--- config.mk ---
export PLATFORM = sky130hd
export DESIGN_NAME = calc3_port_issuer
export DESIGN_NICKNAME = d
export VERILOG_FILES = /design/src/rtl/calc3_port_issuer.sv
export SDC_FILE = /design/constraint.sdc
export NUM_CORES = 1
export LEC_CHECK = 0
export CORE_ASPECT_RATIO = 0.75
export CORE_MARGIN = 2
export CORE_UTILIZATION = 57
export CTS_CLUSTER_SIZE = 16
export DETAILED_ROUTE_END_ITERATION = 12
export PLACE_DENSITY = 0.85
export SETUP_SLACK_MARGIN = 0.15
export SYNTH_ARGS = -nofsm -noshare
export SYNTH_HDL_FRONTEND = slang
export SYNTH_SLANG_ARGS = --single-unit
--- constraint.sdc ---
create_clock -name c_clk -period 4.99 [get_ports c_clk]
set_input_delay 0.499 -clock c_clk [delete_from_list [all_inputs] [get_ports c_clk]]
set_output_delay 0.499 -clock c_clk [all_outputs]
set_load 0.02 [all_outputs]
--- src/rtl/calc3_port_issuer.sv ---
// Host-side issuer for one calc3 port: queues requests, tags them from a 4-entry pool, routes responses.
// Optional build macro CALC3_ISSUER_TIMEOUT_EN enables per-tag age counters that reclaim lost tags.
module calc3_port_issuer #(
    parameter int unsigned IN_DEPTH = 4
) (
    input  logic        c_clk,
    input  logic        reset,
    input  logic        in_valid,
    output logic        in_ready,
    input  logic [3:0]  in_cmd,
    input  logic [3:0]  in_d1,
    input  logic [3:0]  in_d2,
    input  logic [3:0]  in_r1,
    input  logic [31:0] in_data,
    output logic [3:0]  req_cmd,
    output logic [3:0]  req_d1,
    output logic [3:0]  req_d2,
    output logic [3:0]  req_r1,
    output logic [1:0]  req_tag,
    output logic [31:0] req_data,
    input  logic [1:0]  out_resp,
    input  logic [1:0]  out_tag,
    input  logic [31:0] out_data,
    output logic        rsp_valid,
    output logic [1:0]  rsp_resp,
    output logic [1:0]  rsp_tag,
    output logic [31:0] rsp_data,
    output logic [2:0]  outstanding,
    output logic        err_unexpected,
    output logic        err_timeout
);

    localparam int unsigned AW = (IN_DEPTH > 1) ? $clog2(IN_DEPTH) : 1;
    localparam logic [AW:0] FullCnt = (AW + 1)'(IN_DEPTH);

    localparam logic [1:0] ST_IDLE  = 2'd0;
    localparam logic [1:0] ST_ISSUE = 2'd1;
    localparam logic [1:0] ST_STALL = 2'd2;

    logic [47:0]   mem_q [IN_DEPTH];
    logic [AW-1:0] wr_ptr_q, rd_ptr_q;
    logic [AW:0]   cnt_q, cnt_d;
    logic [1:0]    state_q, state_d;
    logic [3:0]    free_q, free_d;
    logic [47:0]   req_q, req_d;
    logic [1:0]    req_tag_q, req_tag_d;
    logic          rsp_valid_q;
    logic [1:0]    rsp_resp_q, rsp_tag_q;
    logic [31:0]   rsp_data_q;
    logic          err_unexp_q, err_unexp_d;

    logic        full, empty, push, issue, alloc_found;
    logic [1:0]  alloc_tag;
    logic        resp_act, resp_hit, resp_bad;
    logic [3:0]  to_fire;
    logic [47:0] head;

    assign full     = (cnt_q == FullCnt);
    assign empty    = (cnt_q == '0);
    assign in_ready = ~full & ~reset;
    // Zero-command requests are consumed from the host but never queued.
    assign push     = in_valid & in_ready & (in_cmd != 4'd0);
    assign head     = mem_q[rd_ptr_q];

    // Lowest-numbered free tag wins; the loop runs high to low so the last hit is the lowest.
    always_comb begin
        alloc_found = 1'b0;
        alloc_tag   = 2'd0;
        for (int t = 3; t >= 0; t--) begin
            if (free_q[t]) begin
                alloc_found = 1'b1;
                alloc_tag   = 2'(t);
            end
        end
    end

    assign issue    = ~empty & alloc_found;
    assign resp_act = (out_resp != 2'd0);
    assign resp_hit = resp_act & ~free_q[out_tag];
    assign resp_bad = resp_act & free_q[out_tag];

`ifdef CALC3_ISSUER_TIMEOUT_EN
    logic [7:0] age_q [4];
    logic [7:0] age_d [4];
    logic       err_to_q;

    always_comb begin
        to_fire = '0;
        for (int t = 0; t < 4; t++) begin
            age_d[t] = age_q[t];
            if (issue && (alloc_tag == 2'(t))) begin
                age_d[t] = 8'd0;
            end else if (!free_q[t]) begin
                if (resp_hit && (out_tag == 2'(t))) begin
                    age_d[t] = 8'd0;
                end else if (age_q[t] == 8'd254) begin
                    to_fire[t] = 1'b1;
                    age_d[t]   = 8'd0;
                end else begin
                    age_d[t] = age_q[t] + 8'd1;
                end
            end
        end
    end

    always_ff @(posedge c_clk or posedge reset) begin
        if (reset) begin
            for (int t = 0; t < 4; t++) age_q[t] <= 8'd0;
            err_to_q <= 1'b0;
        end else begin
            for (int t = 0; t < 4; t++) age_q[t] <= age_d[t];
            err_to_q <= err_to_q | (|to_fire);
        end
    end

    assign err_timeout = err_to_q;
`else
    assign to_fire     = 4'd0;
    assign err_timeout = 1'b0;
`endif

    // Allocation reads free_q, so a tag released this edge is only reusable next edge.
    always_comb begin
        free_d = free_q | to_fire;
        if (issue) free_d[alloc_tag] = 1'b0;
        if (resp_hit) free_d[out_tag] = 1'b1;
    end

    always_comb begin
        cnt_d = cnt_q;
        if (push && !issue) cnt_d = cnt_q + 1'b1;
        else if (!push && issue) cnt_d = cnt_q - 1'b1;
    end

    always_comb begin
        if (issue) state_d = ST_ISSUE;
        else if (!empty) state_d = ST_STALL;
        else state_d = ST_IDLE;
    end

    assign req_d       = issue ? head : 48'd0;
    assign req_tag_d   = issue ? alloc_tag : 2'd0;
    assign err_unexp_d = err_unexp_q | resp_bad;

    always_ff @(posedge c_clk) begin
        if (push) mem_q[wr_ptr_q] <= {in_cmd, in_d1, in_d2, in_r1, in_data};
    end

    always_ff @(posedge c_clk or posedge reset) begin
        if (reset) begin
            wr_ptr_q    <= '0;
            rd_ptr_q    <= '0;
            cnt_q       <= '0;
            state_q     <= ST_IDLE;
            free_q      <= 4'hf;
            req_q       <= 48'd0;
            req_tag_q   <= 2'd0;
            rsp_valid_q <= 1'b0;
            rsp_resp_q  <= 2'd0;
            rsp_tag_q   <= 2'd0;
            rsp_data_q  <= 32'd0;
            err_unexp_q <= 1'b0;
        end else begin
            if (push) wr_ptr_q <= wr_ptr_q + 1'b1;
            if (issue) rd_ptr_q <= rd_ptr_q + 1'b1;
            cnt_q       <= cnt_d;
            state_q     <= state_d;
            free_q      <= free_d;
            req_q       <= req_d;
            req_tag_q   <= req_tag_d;
            rsp_valid_q <= resp_hit;
            rsp_resp_q  <= resp_hit ? out_resp : 2'd0;
            rsp_tag_q   <= resp_hit ? out_tag : 2'd0;
            rsp_data_q  <= resp_hit ? out_data : 32'd0;
            err_unexp_q <= err_unexp_d;
        end
    end

    always_comb begin
        if (state_q == ST_ISSUE) begin
            {req_cmd, req_d1, req_d2, req_r1, req_data} = req_q;
            req_tag = req_tag_q;
        end else begin
            {req_cmd, req_d1, req_d2, req_r1, req_data} = 48'd0;
            req_tag = 2'd0;
        end
    end

    always_comb begin
        outstanding = 3'd0;
        for (int t = 0; t < 4; t++) outstanding = outstanding + {2'b00, ~free_q[t]};
    end

    assign rsp_valid      = rsp_valid_q;
    assign rsp_resp       = rsp_resp_q;
    assign rsp_tag        = rsp_tag_q;
    assign rsp_data       = rsp_data_q;
    assign err_unexpected = err_unexp_q;

endmodule

==> metrics.cfg, run 1 <==
[critical_path]
cp-end-kind=output pin
crit_fanout=50
crit_arrival_ns=2.58
start_kind=flip-flop
r2r-end=cnt_q[2]
cp_data_required_time_ns=4.49
timing.rr.start=cnt_q[1]
r2r_setup_slack_ns=2.19
r2r.worst_path.cells=8
criticalPathCategory=flip-flop to output pin

[route]
wl_per_cell_um=21.37
drtPass1Iterations=4
viasPerCell=5.559
vias=5653
drtIter0Drc=437
ant_nets=0
route.detailed.drc=0
routed_wl_um=21730

[timing]
finalSetupTns_ns=0
period_share=0.6169
skew_ns=0.01357
clock.fmax_mhz=324.9
tightest_slew_ns=1.166
drv_slew=0
finalHoldViolations=0
max_slew_margin=0.2229
rsz0062_at_grt=no
setup_viol=0
min_period_ns=3.078
fin_ws_ns=1.912

[yosys]
synth_nets=664
synth_async_sr_flop_share=0.3447
synth_edf_count=192
syn_avg_cell_area_um2=19.14
syn_inst=568
synth_most_common_cell=edfxtp_1
yosysSeqAreaShare=0.7633
synth_top_cell_by_area=edfxtp_1
ys.warnings.count=0
yosys_most_used_dff=edfxtp_1
synth_top_area_frac=0.5303
ys_seq_elements=293
yosys-top-cells-count=edfxtp_1, dfrtp_1, and2_1
synth_cell_type_count=38
syn_area_um2=10870
synth_area_leaders=edfxtp_1, dfrtp_1, mux4_2, and2_1, and3_1

[hold_path]
min_from=err_unexpected
whs_endpoint=err_unexpected
holdPathStages=1
hold_path_class=flip-flop to flip-flop

[cells_and_area]
fill_cells=1053
syn_to_final_growth_pct=26.90
layout.nets=846
drive_gt1_frac=0.1688
diodes=0

[clocking]
hold_buffers=0
tritoncts=built
cts-root-buf=clkbuf_16
clk_latency_ns=0.53
cts_buffers=27
clockBufferDepth=3
cts_resized=0
h-tree-depth=1
cts.sinks=293
clk_pin_slew_ns=0.06
cts_setup_buffers=0

[placement]
dpl.hpwl_um=13240
place.port_buffers=178
gp_congestion=0.8099
dp_slack_ns=1.743

[global_routing]
grt_max_degree=53
grt_use_total=0.2202
grt_pass1_wl_um=33130
grt-ovfl-total=0
grt_pass1_vias=5787
antenna_found_initial=1

[die]
initial_core_util=0.5840
core_um2=18620
die_h_um=123.6
die_x_um=163.5
ioPinCount=180
row_count=43
dieArea_um2=20210

[power_and_ir_drop]
p_leak_nw=5.166
pwr-share-comb=0.275
p_clk_frac=0.277
switching_power_mw=2.149
p_seq_frac=0.447
vdd_drop_max_v=0.0003193
powerDensity_nw_per_um2=547.2
internal_power_mw=5.400
switching_share=0.2847

[flow_run]
maxCapViolations=0

[status]
status=finished, final reports clean

## power groups by stage
stage	clock network (mW)	registers, mW	logic, mW
after floorplan	0	3.24	1.44
after global placement	0	3.40	2.01
after detailed placement	0	3.43	2.07
after CTS	2.13	3.39	2.11
after global routing	2.22	3.44	2.23
final	2.09	3.38	2.08
## how the worst max path moves through the flow
| stage | start | to | slack, ns | cells past startpoint |
|---|---|---|---|---|
| after detailed placement | in_cmd[3] | mem_q[1][21] | 1.74 | 5 |
| after CTS | state_q[1] | req_data[2] | 1.83 | 3 |
| after floorplan | reset | cnt_q[0] | 1.85 | 1 |
| after global routing | state_q[1] | req_data[2] | 1.73 | 3 |
| final | state_q[1] | req_data[2] | 1.91 | 3 |
| after global placement | in_cmd[3] | mem_q[1][29] | 1.87 | 5 |
## final cells by class
type | count | area (um^2) | area share
repair buffers | 183 | 1819 | 0.1319
clock buffers | 37 | 794.5 | 0.05759
clock inverters | 12 | 132.6 | 0.009614
flip-flops and latches | 293 | 8303 | 0.6019
multi-input cells | 235 | 2397 | 0.1738
inverters | 10 | 40.04 | 0.002902
well taps | 247 | 309.0 | 0.02240
## cell usage in the layout (no fill, tap or decap), types with 3 or more instances in the layout
| cell type | instances |
|---|---|
| edfxtp_1 | 192 |
| clkbuf_1 | 3 |
| o21ai_0 | 3 |
| mux4_2 | 49 |
| ha_1 | 7 |
| clkinv_1 | 5 |
| clkbuf_8 | 6 |
| and3_1 | 48 |
| nor2_1 | 5 |
| and2_1 | 70 |
| inv_1 | 9 |
| and2_2 | 17 |
| dfrtp_1 | 95 |
| bufinv_16 | 3 |
| clkdlybuf4s50_1 | 178 |
| nor3_1 | 4 |
| clkbuf_16 | 28 |
| dfstp_2 | 4 |
| o41ai_1 | 3 |
| xnor2_1 | 4 |
| buf_4 | 5 |
## worst max-delay path, cell delays in order, from the launching register on
cell,delay [ns]
dfrtp_1,0.40
nor2b_4,0.76
and2_1,0.25
clkdlybuf4s50_1,0.64
## flip-flops by register name, indices dropped and copies added, names as in the netlist
signal          flops
req_tag_q           2
rsp_resp            2
rsp_valid           1
state_q             2
cnt_q               3
rsp_tag             2
req_q              48
free_q              4
rd_ptr_q            2
err_unexpected      1
wr_ptr_q            2
mem_q             192
rsp_data           32
## stage by stage
stage	hold slack (ns)	utilization	cells	instance area, um^2	power (mW)
2_1_floorplan	0.5043	-	568	10870	4.681
3_3_place_gp	0.4554	0.6913	968	12870	5.412
3_5_place_dp	0.4641	0.6913	968	12870	5.498
4_1_cts	0.4785	0.7411	1017	13800	7.629
5_1_grt	0.5163	0.7411	1017	13800	7.889
6_report	0.4711	0.7411	1017	13800	7.549
## cell families after synthesis
| group | count (synthesis) | share of synthesized area |
|---|---|---|
| AO/OA/AOI/OAI | 12 | 0.008056 |
| XOR/XNOR | 6 | 0.004834 |
| adder cells (fa/ha/maj) | 9 | 0.01174 |
| buffers and inverters | 40 | 0.01749 |
| flip-flops | 293 | 0.7633 |
| multiplexers | 51 | 0.1036 |
| other | 1 | 0.0003449 |
| AND/OR/NAND/NOR | 156 | 0.09069 |
## layer usage
layer	wire length [um]	GRT usage	vias to the layer above
li1	-	-	2493
met1	8704	0.3072	2860
met2	10740	0.3586	250
met3	1660	0.04662	48
met4	615	0.06798	2
met5	12	0	-
Power figures use the tool's default switching activity.
==> inputs of run 2 (changes only) <==
Settings changed: CORE_UTILIZATION 57 to 48, PLACE_DENSITY 0.85 to 0.76.
Clock period 4.99 ns to 2.55 ns, I/O delays scaled along.
==> run 2 against run 1 <==
  * Clock-buffer cell count grew 3
  * Combinational power grew 120%
  * Flip-flop and latch count is the same
  * Register-to-register slack lost 1.9 ns
  * Routed wire length is essentially flat
  * Design area grew 2.9%
  * Critical path depth grew 2
  * Clock skew shrank 0.0060 ns
  * Largest cell class unchanged
==> metrics.cfg, run 2 (synthesis gave the netlist of run 1 again) <==
[global_routing]
grt_max_degree=71  ; was 53
grt_pass1_wl_um=33820  ; was 33130 um
antenna_found_initial=1  ; unchanged
grt_use_total=0.1869  ; was 0.2202
grt_pass1_vias=6046  ; was 5787
grt-ovfl-total=0  ; unchanged

[clocking]
clk_latency_ns=0.53  ; about the same
cts_buffers=28  ; was 27
cts.sinks=293  ; unchanged
tritoncts=built  ; unchanged
clk_pin_slew_ns=0.06  ; about the same
h-tree-depth=1  ; unchanged
cts-root-buf=clkbuf_16  ; unchanged
clockBufferDepth=3  ; unchanged

[route]
vias=5674  ; was 5653
drtIter0Drc=377  ; was 437
route.detailed.drc=0  ; unchanged
drtPass1Iterations=4  ; unchanged
viasPerCell=5.215  ; was 5.559
routed_wl_um=21720  ; was 21730 um
wl_per_cell_um=19.96  ; was 21.37 um
ant_nets=0  ; unchanged

[timing]
min_period_ns=2.328
fin_ws_ns=0.2217  ; was 1.912 ns
skew_ns=0.007577  ; was 0.01357 ns
rsz0062_at_grt=no  ; unchanged
setup_viol=0  ; unchanged
max_slew_margin=0.6344  ; was 0.2229
drv_slew=0  ; unchanged
tightest_slew_ns=0.5414  ; was 1.166 ns
clock.fmax_mhz=429.5
finalHoldViolations=0  ; unchanged
period_share=0.9131
finalSetupTns_ns=0  ; unchanged

[cells_and_area]
largest-register=mem_q  ; unchanged
final_cell_mix=edfxtp_1, clkdlybuf4s50_1, dfrtp_1  ; unchanged
layout.nets=867  ; was 846
final_core_util=0.6406  ; was 0.7411
syn_to_final_growth_pct=30.62  ; was 26.90%
largest_register_ffs=192  ; unchanged
drive_gt1_frac=0.1980  ; was 0.1688
final_common_cell=edfxtp_1  ; unchanged

[power_and_ir_drop]
p_leak_nw=5.735  ; was 5.166 nW
powerDensity_nw_per_um2=1056  ; was 547.2 nW/um^2
vdd_drop_max_v=0.0006654  ; was 0.0003193 V

[die]
die_h_um=134.3  ; was 123.6 um
dieArea_um2=23880  ; was 20210 um^2
initial_core_util=0.4904  ; was 0.5840
row_count=47  ; was 43
core_um2=22170  ; was 18620 um^2
ioPinCount=180  ; unchanged
die_x_um=177.8  ; was 163.5 um

[placement]
place.port_buffers=178  ; unchanged
dpl.hpwl_um=13240  ; about the same
gp_congestion=0.7515  ; was 0.8099
dp_slack_ns=-0.08100  ; was 1.743 ns

[critical_path]
crit_fanout=15  ; was 50
criticalPathCategory=flip-flop to output pin  ; unchanged
cp-end-kind=output pin  ; unchanged
cp_data_required_time_ns=2.30  ; was 4.49 ns
critical_path.cell_chain=nor2b_4 > buf_12 > buf_12 > and2_1 > clkdlybuf4s50_1  ; was nor2b_4 > and2_1 > clkdlybuf4s50_1
critPathSlowestCell=clkdlybuf4s50_1  ; was nor2b_4
path_common_cell=buf_12
start_kind=flip-flop  ; unchanged
slowest_delay_ns=0.61  ; was 0.76 ns
crit_arrival_ns=2.07  ; was 2.58 ns

[status]
status=finished, final reports clean  ; unchanged

[hold_path]
hold_path_class=input pin to flip-flop  ; was flip-flop to flip-flop

[flow_run]
maxCapViolations=0  ; unchanged

## run 2: cell count changes in the layout (fill, tap and decap cells not counted), sizes merged
cell / previous run / this run
dlygate4sd2: 0 / 7
buf: 5 / 26
clkinvlp: 1 / 2
clkdlybuf4s50: 178 / 145
inv: 11 / 9
clkbuf: 37 / 42
dlymetal6s2s: 0 / 23
clkinv: 7 / 9
bufinv: 3 / 2
diode: 0 / 1
## run 2: routing by layer
metal,part of all wire,global-route usage,wire [um]
met5,0.00060,0,13
met4,0.016,0.04326,349
met3,0.067,0.04422,1449
met2,0.49,0.2976,10560
met1,0.43,0.2655,9343
## run 2: through the flow
stage	std cells	instance area [um^2]	hold slack [ns]	power (mW)
finish	1088	14200	0.2850	15.00
global route	1087	14200	0.2720	15.74
CTS	1087	14150	0.2628	15.22
detailed placement	1030	13170	0.4614	11.04
global placement	1030	13170	0.4638	10.92
floorplan	568	10880	0.3176	9.154
## run 2: worst paths after layout
path                           startpoint             end  slack (ns)  cells after the start
hold / removal                out_data[6]     rsp_data[6]        0.29                      2
setup reg to reg                free_q[0]        cnt_q[2]        0.26                      9
hold reg to reg            err_unexpected  err_unexpected        0.48                      1
setup / recovery               state_q[1]     req_data[1]        0.22                      5
max in group asynchronous           reset     rd_ptr_q[0]        1.86                      3
min in group asynchronous           reset        cnt_q[0]        0.35                      3
## run 2: worst max-delay path, delay by kind of cell (launching register included)
family	cells	cell delay [ns]
buffers and inverters	3	0.87
AND/OR/NAND/NOR	2	0.27
flip-flops	1	0.40
## run 2: timing repair
item / 4_1_cts / 5_1_grt
hold buffers: 0 / 0
setup endpoints to repair: 48 / 27
pin swaps: 0 / 0
resized for setup: 13 / 28
setup buffers: 5 / 0
## run 2: power by group
part	internal (mW)	switching, mW
logic	2.31	2.25
registers	5.95	0.367
clock network	2.46	1.66
total	10.7	4.27
## run 2: cell type report
cell class	instances	area (um^2)
sequential	293	8303
fill	1530	7969
multi-input combinational	235	2402
timing repair buffer	203	2141
clock buffer	40	828.3
tap	294	367.9
clock inverter	12	115.1
inverter	10	41.29
antenna	1	2.502
==> inputs of run 3 (changes only) <==
Settings changed: CORE_UTILIZATION 48 to 53, PLACE_DENSITY 0.76 to 0.79.
Clock period 2.55 ns to 2.6 ns, I/O delays scaled along.
==> run 3 against run 2 <==
  * First-iteration DRC count fell by 11%
  * Register-to-register slack better by 0.02 ns
  * Non-clock buffer count rose by 2
  * Critical path depth is 1 lower
  * Clock skew grew 0.0026 ns
  * Clock-buffer cell count unchanged
  * Total power shrank 4.6%
  * Design area decreased by 1.3%
  * Worst hold slack got worse by 0.064 ns
  * Combinational power down 2%
  * Critical path type unchanged
  * Critical endpoint is now req_data[26]
  * Largest power group unchanged
  * Highest routed layer is now met4
==> metrics.cfg, run 3 (synthesis gave the netlist of run 1 again) <==
[critical_path]
crit_arrival_ns=2.12  ; was 2.07 ns
cp_data_required_time_ns=2.34  ; was 2.30 ns
critPathSlowestCell=clkdlybuf4s50_1  ; unchanged
slowest_delay_ns=0.60  ; was 0.61 ns
cp_num_buf_inv=2  ; was 3
crit_fanout=23  ; was 15
cp-end-kind=output pin  ; unchanged
criticalPathCategory=flip-flop to output pin  ; unchanged
crit_family=buffers and inverters  ; unchanged
critical_path.cell_chain=nor2b_4 > buf_12 > and2_1 > clkdlybuf4s50_1  ; was nor2b_4 > buf_12 > buf_12 > and2_1 > clkdlybuf4s50_1
start_kind=flip-flop  ; unchanged

[cells_and_area]
largest_register_ffs=192  ; unchanged
layout.nets=868  ; was 867
final_cell_mix=edfxtp_1, clkdlybuf4s50_1, dfrtp_1  ; unchanged
final_cell_area_um2=14020  ; was 14200 um^2
largest-register=mem_q  ; unchanged
final_core_util=0.6954  ; was 0.6406
final_common_cell=edfxtp_1  ; unchanged
drive_gt1_frac=0.1917  ; was 0.1980
syn_to_final_growth_pct=28.93  ; was 30.62%

[route]
route.detailed.drc=0  ; unchanged
viasPerCell=5.360  ; was 5.215
routed_wl_um=21780  ; was 21720 um
drtIter0Drc=334  ; was 377
drtPass1Iterations=4  ; unchanged
ant_nets=0  ; unchanged
vias=5639  ; was 5674
wl_per_cell_um=20.71  ; was 19.96 um

[clocking]
cts-root-buf=clkbuf_16  ; unchanged
hold_buffers=0  ; unchanged
clk_pin_slew_ns=0.07  ; was 0.06 ns
clockBufferDepth=3  ; unchanged
tritoncts=built  ; unchanged
clk_latency_ns=0.53  ; about the same
cts_buffers=27  ; was 28
cts.sinks=293  ; unchanged
h-tree-depth=1  ; unchanged

[power_and_ir_drop]
p_leak_nw=5.547  ; was 5.735 nW
p_seq_frac=0.433  ; was 0.421
internal_power_mw=10.15  ; was 10.73 mW
switching_power_mw=4.165  ; was 4.270 mW
powerDensity_nw_per_um2=1021  ; was 1056 nW/um^2
pwr-share-comb=0.311  ; was 0.304
vdd_drop_max_v=0.0006210  ; was 0.0006654 V
p_clk_frac=0.256  ; was 0.275
switching_share=0.2910  ; was 0.2847

[die]
row_count=45  ; was 47
die_h_um=128.0  ; was 134.3 um
core_um2=20160  ; was 22170 um^2
initial_core_util=0.5394  ; was 0.4904
die_x_um=169.4  ; was 177.8 um
ioPinCount=180  ; unchanged
dieArea_um2=21690  ; was 23880 um^2

[global_routing]
grt_pass1_wl_um=33350  ; was 33820 um
grt_max_degree=50  ; was 71
grt_pass1_vias=6060  ; was 6046
antenna_found_initial=1  ; unchanged
grt-ovfl-total=0  ; unchanged
grt_use_total=0.2025  ; was 0.1869

[timing]
tightest_slew_ns=0.5564  ; was 0.5414 ns
drv_slew=0  ; unchanged
skew_ns=0.01014  ; was 0.007577 ns
rsz0062_at_grt=no  ; unchanged
min_period_ns=2.380
period_share=0.9153
max_slew_margin=0.6283  ; was 0.6344
finalHoldViolations=0  ; unchanged
clock.fmax_mhz=420.2
fin_hold_ws_ns=0.2207  ; was 0.2850 ns
setup_viol=0  ; unchanged

[placement]
place.port_buffers=178  ; unchanged
gp_congestion=0.7662  ; was 0.7515
dpl.hpwl_um=13120  ; was 13240 um
placed_cell_area_um2=13110  ; was 13170 um^2

[status]
status=finished, final reports clean  ; unchanged

[flow_run]
maxCapViolations=0  ; unchanged

[hold_path]
hold_path_class=input pin to async pin  ; was input pin to flip-flop

==> run 3: cell count changes in the layout (fill, tap and decap cells not counted), sizes merged <==
| cell | change |
|---|---|
| clkdlybuf4s50 | +13 |
| dlygate4sd2 | -6 |
| dlymetal6s2s | -6 |
| bufinv | -2 |
| buf | +1 |
| clkbuf | -1 |
| clkdlybuf4s15 | +1 |
| clkinvlp | -1 |
| inv | +1 |
==> run 3: final timing paths <==
kind | end | from | cells past startpoint | slack, ns
setup / recovery | req_data[26] | state_q[1] | 4 | 0.22
hold / removal | rd_ptr_q[0] | reset | 2 | 0.22
setup reg to reg | cnt_q[2] | free_q[0] | 9 | 0.28
hold reg to reg | err_unexpected | err_unexpected | 1 | 0.48
max in group asynchronous | free_q[1] | reset | 3 | 1.69
min in group c_clk | rsp_data[17] | out_data[17] | 2 | 0.29
==> run 3: final cells by class <==
cell class / count / area (um^2)
Fill cell: 1258 / 6140
Inverter: 10 / 41.29
Antenna cell: 1 / 2.502
Clock inverter: 10 / 53.80
Timing Repair Buffer: 205 / 2122
Tap cell: 258 / 322.8
Multi-Input combinational cell: 235 / 2397
Clock buffer: 40 / 774.5
Sequential cell: 293 / 8303
==> run 3: through the flow <==
| stage | TNS (ns) | power [mW] | cells | worst slack, ns |
|---|---|---|---|---|
| finish | 0 | 14.31 | 1052 | 0.2202 |
| global route | 0 | 15.00 | 1052 | 0.1505 |
| CTS | 0 | 14.48 | 1050 | 0.02806 |
| global placement | -0.01065 | 10.65 | 996 | -0.01065 |
| floorplan | 0 | 8.978 | 568 | 0.3551 |
| detailed placement | -0.04336 | 10.76 | 996 | -0.04336 |
==> run 3: timing repair <==
action	in CTS	in global routing
setup buffers	4	1
setup endpoints to repair	41	20
gates resized for setup	5	19
==> run 3: power by group through the flow <==
stage | combinational, mW | sequential, mW | clock (mW)
after CTS | 4.52 | 6.22 | 3.74
after floorplan | 2.76 | 6.22 | 0
final | 4.45 | 6.20 | 3.66
after detailed placement | 4.45 | 6.32 | 0
after global routing | 4.79 | 6.29 | 3.92
after global placement | 4.37 | 6.28 | 0
==> run 3: per-layer routing <==
metal	vias up	GRT usage	share of wire
li1	2541	-	-
met1	2880	0.2801	0.43
met2	189	0.3349	0.49
met3	29	0.04137	0.055
met4	0	0.05480	0.017
met5	-	0	0
==> run 3: worst reg2reg max path, cell delays in order (launching register included) <==
cell and delay, ns:
dfstp_2 0.38, buf_4 0.15, or4_4 0.54, nand2_2 0.13, ha_1 0.19, inv_1 0.06, fa_1 0.37, xor2_1 0.15
nor2_1 0.12, xor2_1 0.16
